<file path="src/rtl/cache_arbiter.sv">
// Round-robin arbiter funnelling NUM_REQ requesters onto one cache CPU port, one transaction in flight.
// Latency: grant in the request cycle, cache_valid_o next cycle, response pulse one cycle after cache_resp_valid_i.
// Backpressure: cache_ready_i low holds ISSUE with stable command; requesters see no ready until the arbiter is idle.
module cache_arbiter #(
  parameter int unsigned NUM_REQ        = 2,
  parameter int unsigned ADDR_WIDTH     = 16,
  parameter int unsigned DATA_WIDTH     = 32,
  parameter int unsigned TIMEOUT_CYCLES = 64
) (
  input  logic                          clk_i,
  input  logic                          rst_i,
  input  logic [NUM_REQ-1:0]            req_valid_i,
  output logic [NUM_REQ-1:0]            req_ready_o,
  input  logic [NUM_REQ-1:0]            req_we_i,
  input  logic [NUM_REQ*ADDR_WIDTH-1:0] req_adr_i,
  input  logic [NUM_REQ*DATA_WIDTH-1:0] req_wdata_i,
  output logic [NUM_REQ-1:0]            resp_valid_o,
  output logic [NUM_REQ-1:0]            resp_err_o,
  output logic [DATA_WIDTH-1:0]         resp_rdata_o,
  output logic                          cache_valid_o,
  input  logic                          cache_ready_i,
  output logic                          cache_we_o,
  output logic [ADDR_WIDTH-1:0]         cache_adr_o,
  output logic [DATA_WIDTH-1:0]         cache_wdata_o,
  input  logic [DATA_WIDTH-1:0]         cache_rdata_i,
  input  logic                          cache_resp_valid_i,
  output logic                          busy_o
);

  localparam int unsigned IDX_W = (NUM_REQ > 1) ? $clog2(NUM_REQ) : 1;
  localparam int unsigned SUM_W = IDX_W + 1;
  // Counter only needs to reach TIMEOUT_CYCLES-1: the cycle it holds that value is the last allowed one.
  localparam int unsigned CNT_W = (TIMEOUT_CYCLES > 1) ? $clog2(TIMEOUT_CYCLES) : 1;

  typedef enum logic [1:0] {
    IDLE      = 2'd0,
    ISSUE     = 2'd1,
    WAIT_RESP = 2'd2
  } state_t;

  state_t             state;
  logic [IDX_W-1:0]   prio_ptr;
  logic [IDX_W-1:0]   gnt_idx;
  logic [IDX_W-1:0]   win_idx;
  logic [IDX_W-1:0]   nxt_ptr;
  logic [SUM_W-1:0]   cand;
  logic [CNT_W-1:0]   tmo_cnt;
  logic [NUM_REQ-1:0] gnt_oh;
  logic               win_found;
  logic               grant;
  logic               tmo_hit;

  // Round-robin search: first valid requester at or after prio_ptr, wrapping modulo NUM_REQ.
  always_comb begin
    win_found = 1'b0;
    win_idx   = '0;
    cand      = '0;
    for (int i = 0; i < int'(NUM_REQ); i++) begin
      cand = {1'b0, prio_ptr} + SUM_W'(i);
      if (cand >= SUM_W'(NUM_REQ)) begin
        cand = cand - SUM_W'(NUM_REQ);
      end
      if (!win_found && req_valid_i[cand[IDX_W-1:0]]) begin
        win_found = 1'b1;
        win_idx   = cand[IDX_W-1:0];
      end
    end
  end

  // A capture never happens while reset is asserted, so ready is suppressed too.
  assign grant       = (state == IDLE) && win_found && !rst_i;
  assign req_ready_o = grant ? (NUM_REQ'(1) << win_idx) : '0;

  assign gnt_oh  = NUM_REQ'(1) << gnt_idx;
  assign nxt_ptr = (gnt_idx == IDX_W'(NUM_REQ - 1)) ? '0 : gnt_idx + 1'b1;
  assign tmo_hit = (TIMEOUT_CYCLES != 0) && (tmo_cnt == CNT_W'(TIMEOUT_CYCLES - 1));

  assign cache_valid_o = (state == ISSUE);
  assign busy_o        = (state != IDLE);

  // Transaction FSM: capture, issue to cache, wait for response or timeout; response regs pulse one cycle.
  always_ff @(posedge clk_i) begin
    if (rst_i) begin
      state         <= IDLE;
      prio_ptr      <= '0;
      gnt_idx       <= '0;
      tmo_cnt       <= '0;
      cache_we_o    <= 1'b0;
      cache_adr_o   <= '0;
      cache_wdata_o <= '0;
      resp_valid_o  <= '0;
      resp_err_o    <= '0;
      resp_rdata_o  <= '0;
    end else begin
      resp_valid_o <= '0;
      resp_err_o   <= '0;
      case (state)
        IDLE: begin
          if (grant) begin
            gnt_idx       <= win_idx;
            cache_we_o    <= req_we_i[win_idx];
            cache_adr_o   <= req_adr_i[win_idx*ADDR_WIDTH +: ADDR_WIDTH];
            cache_wdata_o <= req_wdata_i[win_idx*DATA_WIDTH +: DATA_WIDTH];
            tmo_cnt       <= '0;
            state         <= ISSUE;
          end
        end
        ISSUE: begin
          tmo_cnt <= tmo_cnt + 1'b1;
          if (tmo_hit) begin
            resp_valid_o <= gnt_oh;
            resp_err_o   <= gnt_oh;
            resp_rdata_o <= '0;
            prio_ptr     <= nxt_ptr;
            state        <= IDLE;
          end else if (cache_ready_i) begin
            state <= WAIT_RESP;
          end
        end
        WAIT_RESP: begin
          tmo_cnt <= tmo_cnt + 1'b1;
          // A response on the final allowed cycle takes priority over the timeout.
          if (cache_resp_valid_i) begin
            resp_valid_o <= gnt_oh;
            resp_rdata_o <= cache_rdata_i;
            prio_ptr     <= nxt_ptr;
            state        <= IDLE;
          end else if (tmo_hit) begin
            resp_valid_o <= gnt_oh;
            resp_err_o   <= gnt_oh;
            resp_rdata_o <= '0;
            prio_ptr     <= nxt_ptr;
            state        <= IDLE;
          end
        end
        default: begin
          state <= IDLE;
        end
      endcase
    end
  end

endmodule

</file>
<file path="config.mk">
export PLATFORM = sky130hd
export DESIGN_NAME = cache_arbiter
export DESIGN_NICKNAME = d
export VERILOG_FILES = /design/src/rtl/cache_arbiter.sv
export SDC_FILE = /design/constraint.sdc
export NUM_CORES = 1
export LEC_CHECK = 0
export CORE_MARGIN = 8
export CORE_UTILIZATION = 38
export CTS_BUF_LIST = sky130_fd_sc_hd__clkbuf_8
export DETAILED_ROUTE_END_ITERATION = 8
export PLACE_DENSITY_LB_ADDON = 0.1
export SYNTH_ARGS = -nofsm -noshare
export SYNTH_HDL_FRONTEND = slang
export SYNTH_SLANG_ARGS = --single-unit
export TNS_END_PERCENT = 20
</file>
<file path="constraint.sdc">
create_clock -name clk_i -period 2.4 [get_ports clk_i]
set_input_delay 0.24 -clock clk_i [delete_from_list [all_inputs] [get_ports clk_i]]
set_output_delay 0.24 -clock clk_i [all_outputs]
set_load 0.01 [all_outputs]
</file>
==> metrics.md, run 1 <==
| Metric | Value |
|---|---|
| Outcome | `complete, no violations` |
| CTS tree | `done` |
| Antenna-violating nets left | `0` |
| Clock Skew | `between 0.01 and 0.015 ns` |
| Hold endpoint | `gnt_idx$_SDFFE_PP0P_` |
| Pin count of the biggest net entering global routing | `68` |
| WL final | `roughly 13,000 um` |
| Port bufs | `approximately 220` |
| CP Capture Type | `flop` |
| Total number of vias | `about 3,800` |
| Latest clock arrival within the worst-skew pair | `0.36 ns` |
| Most common flop cell mapped by yosys | `dfxtp_1` |
| Pleak | `2.24 nW` |
| CTS H-Tree Depth | `3` |
| Crit path max fanout | `between 40 and 50` |
| Syn-to-layout area delta | `69.5%` |
| Syn_area_per_cell | `around 10 um^2` |
| Hold Crit Depth | `2` |
| Synth unique cells | `43` |
| Global-route wire length before repair | `a little over 20,000 um` |
| First DRT Iteration DRCs | `431` |
| Sum Neg Setup Slack | `0 ns` |
| Post-synth EDFFs | `0` |
| Max cap viols | `0` |
| Final Cell Area | `approximately 0.0061 mm^2` |
| M1 GR Usage | `roughly 21%` |
| Register area share after synthesis | `52.6%` |
| CTS root buf | `clkbuf_8` |
| Peak supply drop | `~0.38 mV` |
| Area of the die | `0.0129 mm^2` |
| FFs w/ async S/R, synth | `0%` |
| Critical path class | `reg -> reg` |
| # IOs | `roughly 230` |
| Vias in the first global route | `3,934` |
| Flop2flop setup slack | `roughly 0.38 ns` |
| M3 GR Usage | `a little under a tenth` |
| Nets@finish | `a little over 700` |
| Cells after Synth | `approximately 360` |
| Final hold violations | `0` |
| Netlist Area Pre-Place | `between 0.003 and 0.004 mm^2` |
| Hold WC Path Type | `in -> reg` |
| Critical path arrival | `roughly 2.3 ns` |
| CTS clock-pin slew for the worst setup and hold paths | `approximately 0.1 ns` |
| PD cells | `between 700 and 800 mW/mm^2` |
| Period Utilization, post-route | `84.3%` |
| Final HPWL DP | `between 9000 and 10,000 um` |
| Met2 Usage GRT | `33.7%` |
| Placed cell areas | `a little under 0.006 mm^2` |
| R2R depth | `7` |
| Worst reg2reg startpoint | `state[1]$_SDFFE_PP0P_` |
| Slew HR | `between 40 and 50%` |
| Vias per cell | `5.36` |
| Min Tclk post-route | `about 2.0 ns` |
| Ratio of cells with drive above 1 in the final layout | `around 6.2%` |
| Gr usage total | `19.5%` |
| Routability cong. | `~0.75` |
| WP data required | `about 2.7 ns` |
| Initial Utilization | `about two fifths` |
| Synth Register Bits | `95` |
| Final Slew Violations | `0` |
| # diodes | `0` |
| DRT Pass-1 Iters | `6` |
| Core Util, Final | `between 60% and 70%` |
| Setup Fix Bufs, Post-CTS | `0` |
| CP Launch Type | `flop` |
| Chip height | `between 100 and 150 um` |
| Die X | `114 um` |
| GRT overflow | `0` |
| Unrepaired setup endpoints after global routing | `no` |
| Sink Count | `95` |
| GRT Max-Usage Layer | `met2` |
| Syn Nets | `500` |
| Per-cell routed wire length | `~19 um` |
| FF-to-FF End | `cache_wdata_o[13]$_SDFFE_PP0P_` |
| Initial antenna violation count | `0` |
| Residual DRC | `0` |
| Core area | `approximately 0.0092 mm^2` |
| Fmax achieved | `roughly 490 MHz` |
| # setup viols final | `0` |
| Worst slew pin tran | `~0.84 ns` |
| CTS Buffer Depth | `2` |
| Clock buffer count from CTS | `9` |
| # rows | `35` |
| Ys Warns | `0` |
| Hold Startpoint | `rst_i` |
timing repair:
action,4_1_cts,5_1_grt
setup endpoints to repair,2,2
hold endpoints to repair,0,0
gates resized for setup,1,2
cloned,0,0
hold buffers,0,0
pin swaps,0,1
how the worst max path moves through the flow:
stage	startpoint	slack (ns)	to	cells past startpoint
4_1_cts	state[1]$_SDFFE_PP0P_	0.06	req_ready_o[1]	5
5_1_grt	state[1]$_SDFFE_PP0P_	0.19	cache_wdata_o[13]$_SDFFE_PP0P_	7
3_3_place_gp	req_valid_i[1]	0.35	req_ready_o[1]	4
2_1_floorplan	state[0]$_SDFFE_PP0P_	0.71	resp_rdata_o[20]$_SDFFE_PP0P_	7
6_report	state[1]$_SDFFE_PP0P_	0.38	cache_wdata_o[13]$_SDFFE_PP0P_	7
3_5_place_dp	req_valid_i[0]	0.29	cache_wdata_o[10]$_SDFFE_PP0P_	6
sequential cells by signal (all words and copies together), names as in the netlist:
signal	cells
resp_err_o	2
resp_valid_o	2
cache_we_o	1
cache_adr_o	16
cache_wdata_o	32
resp_rdata_o	32
prio_ptr	1
gnt_idx	1
state	2
tmo_cnt	6
where the power goes:
group / internal [mW] / switching [mW]
clock network: 0.398 / 0.608
logic: 0.882 / 0.847
registers: 1.77 / 0.117
critical path, stage by stage, from the launching register on:
cell      delay (ns)
dfxtp_1         0.34
inv_1           0.12
ha_2            0.27
nand2_1         0.12
a211oi_4        0.22
buf_4           0.48
a222oi_1        0.21
nor2_1          0.15
metrics by stage:
| step | worst slack (ns) | hold WS [ns] | total power, mW | cells |
|---|---|---|---|---|
| 2_1_floorplan | 0.706 | 0.365 | 2.84 | 359 |
| 3_3_place_gp | 0.354 | 0.453 | 3.61 | 692 |
| 3_5_place_dp | 0.291 | 0.461 | 3.65 | 692 |
| 4_1_cts | 0.0626 | 0.218 | 4.68 | 708 |
| 5_1_grt | 0.186 | 0.258 | 4.91 | 708 |
| 6_report | 0.376 | 0.235 | 4.62 | 708 |
cells in the mapped netlist, types with 3 or more instances:
master    number  area [um^2]
or3_1          3         18.8
buf_6          5         56.3
dfxtp_1       95         1900
nor2_1        55          206
a222oi_1      49          490
a22o_1        19          166
clkbuf_1       7         26.3
and3_1         3         18.8
o21ai_0        4         20.0
ha_1           5         62.6
nand3_1       18         90.1
inv_1          5         18.8
o21ai_1        3         15.0
nand2b_1       3         18.8
nand2_1       18         67.6
buf_2         16         80.1
a21oi_1       21          105
layer usage:
layer	routed length [um]	vias up	share of wire [%]
met4	163	0	1.2
li1	-	1801	-
met3	1590	12	12
met1	4850	1801	37
met2	6500	184	50
met5	0	-	0
logic make-up after synthesis:
group | synth area share (%)
DFF | 52.6
and+or+nand+nor | 15.9
buffers and inverters | 5.43
AOI/OAI and AO/OA | 24.1
muxes | 0.277
adders and majority gates | 1.73
layout by cell type, fill, tap and decap left out, types with 5 or more instances in the layout:
cell,count
a21oi_1,21
a222oi_1,49
a22o_1,19
buf_4,11
clkbuf_8,9
clkdlybuf4s50_1,221
dfxtp_1,95
inv_1,5
nand2_1,18
nand3_1,18
nor2_1,55
layout make-up:
class	count	area (um^2)
Clock buffer	9	124
Clock inverter	7	63.8
Fill cell	749	3110
Inverter	5	18.8
Multi-Input combinational cell	228	1540
Sequential cell	95	1900
Tap cell	129	161
Timing Repair Buffer	235	2320
(Power assumes the default switching activity.)
==> inputs of run 2 (changes only) <==
- CORE_UTILIZATION: 38 -> 34
- clock period: 2.4 -> 1.7 ns (I/O delays scaled with it)
==> run 2 against run 1 <==
Effect of this change:
- flip-flop and latch count unchanged
- via count up 0.47%
- register-to-register slack worse by 0.29 ns
- largest cell class unchanged
- highest routed layer unchanged
==> metrics.md, run 2 (synthesis gave the netlist of run 1 again) <==
| Metric | Value |
|---|---|
| Chip height | `119 um (+4.9%)` |
| Core area | `0.0103 mm^2 (+12%)` |
| CP Capture Type | `output pin` |
| Critical path arrival | `1.45 ns (-0.85 ns)` |
| Peak supply drop | `0.555 mV (+45%)` |
| Power Total | `6.86 mW (+48%)` |
| Sink Count | `95 (unchanged)` |
| CTS root buf | `clkbuf_8` |
| WP data required | `1.53 ns (-1.15 ns)` |
| CTS tree | `done` |
| # hold bufs at CTS | `0 (unchanged)` |
| WL final | `13,200 um (+0.44%)` |
| Antenna-violating nets left | `0 (unchanged)` |
| Residual DRC | `0 (unchanged)` |
| First DRT Iteration DRCs | `367 (-15%)` |
| Ratio of cells with drive above 1 in the final layout | `9.31% (+3.1 points)` |
| Gr usage total | `18.2% (-1.3 points)` |
| Commonest non-fill, non-tap cell in the layout | `clkdlybuf4s50_1` |
| Die X | `119 um (+4.9%)` |
| CTS clock-pin slew for the worst setup and hold paths | `0.08 ns (-0.02 ns)` |
| Final HPWL DP | `10,000 um (+1.8%)` |
| Worst slew pin tran | `0.467 ns (-0.372 ns)` |
| Most frequent cells in the layout | `clkdlybuf4s50_1 (219), dfxtp_1 (93), nor2_1 (55)` |
| Dpl cells | `711 (+2.7%)` |
| Final hold violations | `0 (unchanged)` |
| Fmax achieved | `approximately 620 MHz` |
| CP Launch Type | `flop` |
| Initial antenna violation count | `0 (unchanged)` |
| Nets@finish | `728 (+1.8%)` |
| Pleak | `2.32 nW (+3.4%)` |
| GRT overflow | `0 (unchanged)` |
| Vias per cell | `5.25 (-2.2%)` |
| Latest clock arrival within the worst-skew pair | `0.36 ns (about the same)` |
| Slew HR | `68.9% (+25 points)` |
| Area of the die | `0.0142 mm^2 (+10%)` |
| Syn-to-layout area delta | `73.7%` |
| CTS Buffer Depth | `2 (unchanged)` |
| Crit path max fanout | `5 (-90%)` |
| PD cells | `1090 mW/mm^2 (+45%)` |
| Min Tclk post-route | `roughly 1.6 ns` |
| # diodes | `0 (unchanged)` |
| CTS H-Tree Depth | `3 (unchanged)` |
| Global-route wire length before repair | `20,800 um (+2.4%)` |
| Core Util, Final | `60.9% (-5.5 points)` |
| Total number of vias | `3,816 (+0.47%)` |
| # setup viols final | `0 (unchanged)` |
| Period Utilization, post-route | `between 90% and 100%` |
| DRT Pass-1 Iters | `8 (+2)` |
| Max cap viols | `0 (unchanged)` |
| Per-cell routed wire length | `18.1 um (-2.2%)` |
| # rows | `37 (+5.7%)` |
| Hold WC Path Type | `in -> reg` |
| Port bufs | `224 (unchanged)` |
| Pin count of the biggest net entering global routing | `45 (-34%)` |
| Outcome | `complete, no violations` |
| Fin cells | `727 (+2.7%)` |
| Clock Skew | `0.0126 ns (-0.00222 ns)` |
| # IOs | `225 (unchanged)` |
| Vias in the first global route | `3,987 (+1.3%)` |
| Final Slew Violations | `0 (unchanged)` |
| Routability cong. | `0.742 (-1.7%)` |
| Unrepaired setup endpoints after global routing | `yes` |
| Initial Utilization | `35.0% (-4.1 points)` |
| Largest regs | `cache_wdata_o (32), resp_rdata_o (32), cache_adr_o (16)` |
| Clock buffer count from CTS | `9 (unchanged)` |
| Critical path class | `reg -> out` |
-- run 2: changes by cell type in the layout (fill, tap and decap cells not counted), sizes merged --
cell	before	now
bufinv	0	1
clkinv	0	1
clkinvlp	4	1
dlygate4sd2	0	2
buf	12	27
inv	8	6
clkdlybuf4s50	221	219
clkbuf	9	11
dlymetal6s2s	2	0
-- run 2: worst paths after layout --
path	startpoint	end	slack [ns]	cells past startpoint
hold reg to reg	resp_rdata_o[10]$_SDFFE_PP0P_	resp_rdata_o[10]$_SDFFE_PP0P_	0.47	2
setup / recovery	state[1]$_SDFFE_PP0P_	req_ready_o[0]	0.08	5
hold / removal	rst_i	gnt_idx$_SDFFE_PP0P_	0.16	2
setup reg to reg	state[1]$_SDFFE_PP0P_	cache_wdata_o[24]$_SDFFE_PP0P_	0.09	8
-- run 2: what timing repair did --
action	4_1_cts	5_1_grt
gates resized for setup	16	8
buffers inserted	1	0
pin swaps	2	21
setup endpoints to repair	65	52
-- run 2: critical path: stages, from the launching register on --
cell      delay, ns
dfxtp_2        0.33
inv_2          0.07
ha_4           0.16
nand2_1        0.10
a211oi_4       0.23
buf_2          0.20
-- run 2: cell type report --
cell class | count | area (um^2)
clock buffers | 11 | 151
flip-flops and latches | 95 | 1900
multi-input cells | 228 | 1560
inverters | 5 | 18.8
well taps | 136 | 170
fillers | 916 | 4040
repair buffers | 248 | 2440
clock inverters | 4 | 46.3
-- run 2: metal layers --
layer	vias up	share of wire, %	wire length [um]	GRT usage (%)
met5	-	0	0	0
met4	0	2.1	275	8.14
met3	18	11	1490	9.35
met2	167	48	6370	30.4
met1	1799	38	5020	18.9
li1	1832	-	-	-
-- run 2: through the flow --
step           TNS, ns  hold WS [ns]  worst slack, ns  area [um^2]
2_1_floorplan        0         0.295          0.00629         3620
3_3_place_gp     -9.21         0.453           -0.189         6030
3_5_place_dp    -11.85         0.457           -0.227         6030
4_1_cts              0         0.130           0.0155         6260
5_1_grt        -0.0561         0.145          -0.0164         6280
6_report             0         0.156           0.0844         6280
-- run 2: report_power, final --
group,switching (mW),internal (mW)
Sequential,0.159,2.51
Combinational,1.25,1.45
Clock,0.752,0.745
==> inputs of run 3 (changes only) <==
- CORE_ASPECT_RATIO: not set -> 0.5
==> run 3 against run 2 <==
Effect of this change:
- register-to-register slack improved by 0.04 ns
- flip-flop and latch count unchanged
- die area increased by 1.4%
- setup slack improved by 0.023 ns
- total power increased by 0.19%
- cell count increased by 0.96%
- clock skew decreased by 0.0045 ns
- count of clock-buffer cells in the layout decreased by 1
- first-iteration DRC count decreased by 4.1%
==> metrics.md, run 3 (synthesis gave the netlist of run 1 again) <==
| Metric | Value |
|---|---|
| Outcome | `complete, no violations` |
| Sink Count | `95 (unchanged)` |
| Vias per cell | `5.16 (-1.7%)` |
| Most frequent cells in the layout | `clkdlybuf4s50_1 (219), dfxtp_1 (94), nor2_1 (55)` |
| Total number of vias | `3,789 (-0.71%)` |
| Gr usage total | `17.3% (-0.97 points)` |
| Critical path arrival | `1.42 ns (-0.03 ns)` |
| Core area | `0.0103 mm^2 (-0.42%)` |
| Dpl cells | `717 (+0.84%)` |
| CTS root buf | `clkbuf_8` |
| Die X | `162 um (+36%)` |
| Largest regs | `cache_wdata_o (32), resp_rdata_o (32), cache_adr_o (16)` |
| CTS H-Tree Depth | `3 (unchanged)` |
| Critical path class | `reg -> out` |
| First DRT Iteration DRCs | `352 (-4.1%)` |
| Unrepaired setup endpoints after global routing | `no` |
| Clock buffer count from CTS | `9 (unchanged)` |
| Combinational share of power | `39.5% (+0.2 points)` |
| Sum Neg Setup Slack | `0 ns (unchanged)` |
| GRT overflow | `0 (unchanged)` |
| # diodes | `0 (unchanged)` |
| Residual DRC | `0 (unchanged)` |
| Latest clock arrival within the worst-skew pair | `0.35 ns (about the same)` |
| # IOs | `225 (unchanged)` |
| Max cap viols | `0 (unchanged)` |
| Antenna-violating nets left | `0 (unchanged)` |
| Initial antenna violation count | `0 (unchanged)` |
| Port bufs | `224 (unchanged)` |
| Routability cong. | `0.754 (+1.7%)` |
| CP Launch Type | `flop` |
| Flop pwr share | `38.7% (about the same)` |
| Sw Ratio | `32.2% (+0.65 points)` |
| Worst slew pin tran | `0.467 ns (+0.000395 ns)` |
| Power Total | `6.87 mW (+0.19%)` |
| Pleak | `2.33 nW (+0.69%)` |
| Per-cell routed wire length | `18.2 um (+0.60%)` |
| Syn-to-layout area delta | `75.2%` |
| Nets@finish | `731 (+0.41%)` |
| Pin count of the biggest net entering global routing | `42 (-6.7%)` |
| Final Slew Violations | `0 (unchanged)` |
| Global-route wire length before repair | `19,900 um (-4.4%)` |
| Min Tclk post-route | `1.59 ns (-0.0230 ns)` |
| Peak supply drop | `0.561 mV (+1.0%)` |
| CTS Buffer Depth | `2 (unchanged)` |
| Initial Utilization | `35.2% (+0.15 points)` |
| # hold bufs at CTS | `0 (unchanged)` |
| Hold WC Path Type | `in -> reg` |
| CTS clock-pin slew for the worst setup and hold paths | `0.09 ns (about the same)` |
| # setup viols final | `0 (unchanged)` |
| Area of the die | `0.0144 mm^2 (+1.4%)` |
| WL final | `13,400 um (+1.6%)` |
| WP data required | `1.53 ns (about the same)` |
| Clock power frac | `21.8% (about the same)` |
| Crit path max fanout | `5 (unchanged)` |
| Fmax achieved | `628 MHz (+1.4%)` |
| Int Pwr | `4.66 mW (-0.77%)` |
| Sw power | `2.21 mW (+2.3%)` |
| Vias in the first global route | `3,782 (-5.1%)` |
| PD cells | `1080 mW/mm^2 (-0.62%)` |
| Chip height | `88.9 um (-25%)` |
| CP Capture Type | `output pin` |
| DRT Pass-1 Iters | `6 (-2)` |
| Ratio of cells with drive above 1 in the final layout | `10.3% (+0.96 points)` |
| # rows | `26 (-30%)` |
| Final hold violations | `0 (unchanged)` |
| Slew HR | `68.8% (about the same)` |
| Commonest non-fill, non-tap cell in the layout | `clkdlybuf4s50_1` |
| Clock Skew | `0.00803 ns (-0.00454 ns)` |
| Final HPWL DP | `9670 um (-3.4%)` |
| Period Utilization, post-route | `93.7% (-1.4 points)` |
| Fin cells | `734 (+0.96%)` |
| CTS tree | `done` |
run 3: cell types whose count changed in the layout (fill, tap and decap cells not counted), sizes merged:
cell / delta
buf: +2
clkinv: +1
clkinvlp: +1
inv: -1
run 3: through the flow:
stage | hold slack, ns | setup WS (ns) | util [%] | cell area [um^2]
finish | 0.148 | 0.107 | 61.6 | 6340
global route | 0.137 | 0.00831 | 61.6 | 6340
CTS | 0.127 | 0.000207 | 61.3 | 6300
detailed placement | 0.458 | -0.225 | 59.1 | 6080
global placement | 0.454 | -0.198 | 59.1 | 6080
floorplan | 0.295 | 0.00629 | - | 3620
run 3: what timing repair did:
action	4_1_cts	5_1_grt
setup buffers	1	0
cloned	0	1
gates resized for setup	11	9
endpoints found under the setup margin	35	46
pin swaps	1	4
run 3: path summary, 6_finish.rpt:
path,start,depth (start not counted),slack [ns],end
setup / recovery,state[1]$_SDFFE_PP0P_,5,0.11,req_ready_o[0]
hold / removal,rst_i,2,0.15,gnt_idx$_SDFFE_PP0P_
setup reg to reg,state[1]$_SDFFE_PP0P_,7,0.13,cache_wdata_o[14]$_SDFFE_PP0P_
hold reg to reg,resp_rdata_o[12]$_SDFFE_PP0P_,2,0.47,resp_rdata_o[12]$_SDFFE_PP0P_
run 3: routing by layer:
metal / GRT usage [%] / part of all wire (%) / wire [um] / vias to the layer above
met5: 0 / 0 / 0 / -
met4: 4.50 / 0.86 / 115 / 0
met3: 7.90 / 10 / 1340 / 11
met2: 29.0 / 48 / 6420 / 154
met1: 19.9 / 41 / 5490 / 1788
li1: - / - / - / 1836
run 3: worst max-delay path, stage by stage (launching register included):
cell and delay (ns):
dfxtp_1 0.33, inv_2 0.08, ha_4 0.16, nand2_1 0.10
a211oi_4 0.21, buf_2 0.19
run 3: power groups by stage:
stage	Combinational (mW)	Sequential, mW	Clock (mW)
finish	2.72	2.66	1.50
global route	2.95	2.70	1.65
CTS	2.66	2.65	1.56
detailed placement	2.60	2.70	0
global placement	2.59	2.70	0
floorplan	1.21	2.80	0
run 3: final cells by class:
class | count | area, um^2
Clock inverter | 5 | 58.8
Timing Repair Buffer | 251 | 2480
Multi-Input combinational cell | 228 | 1560
Fill cell | 891 | 3940
Inverter | 5 | 18.8
Tap cell | 140 | 175
Sequential cell | 95 | 1900
Clock buffer | 10 | 138
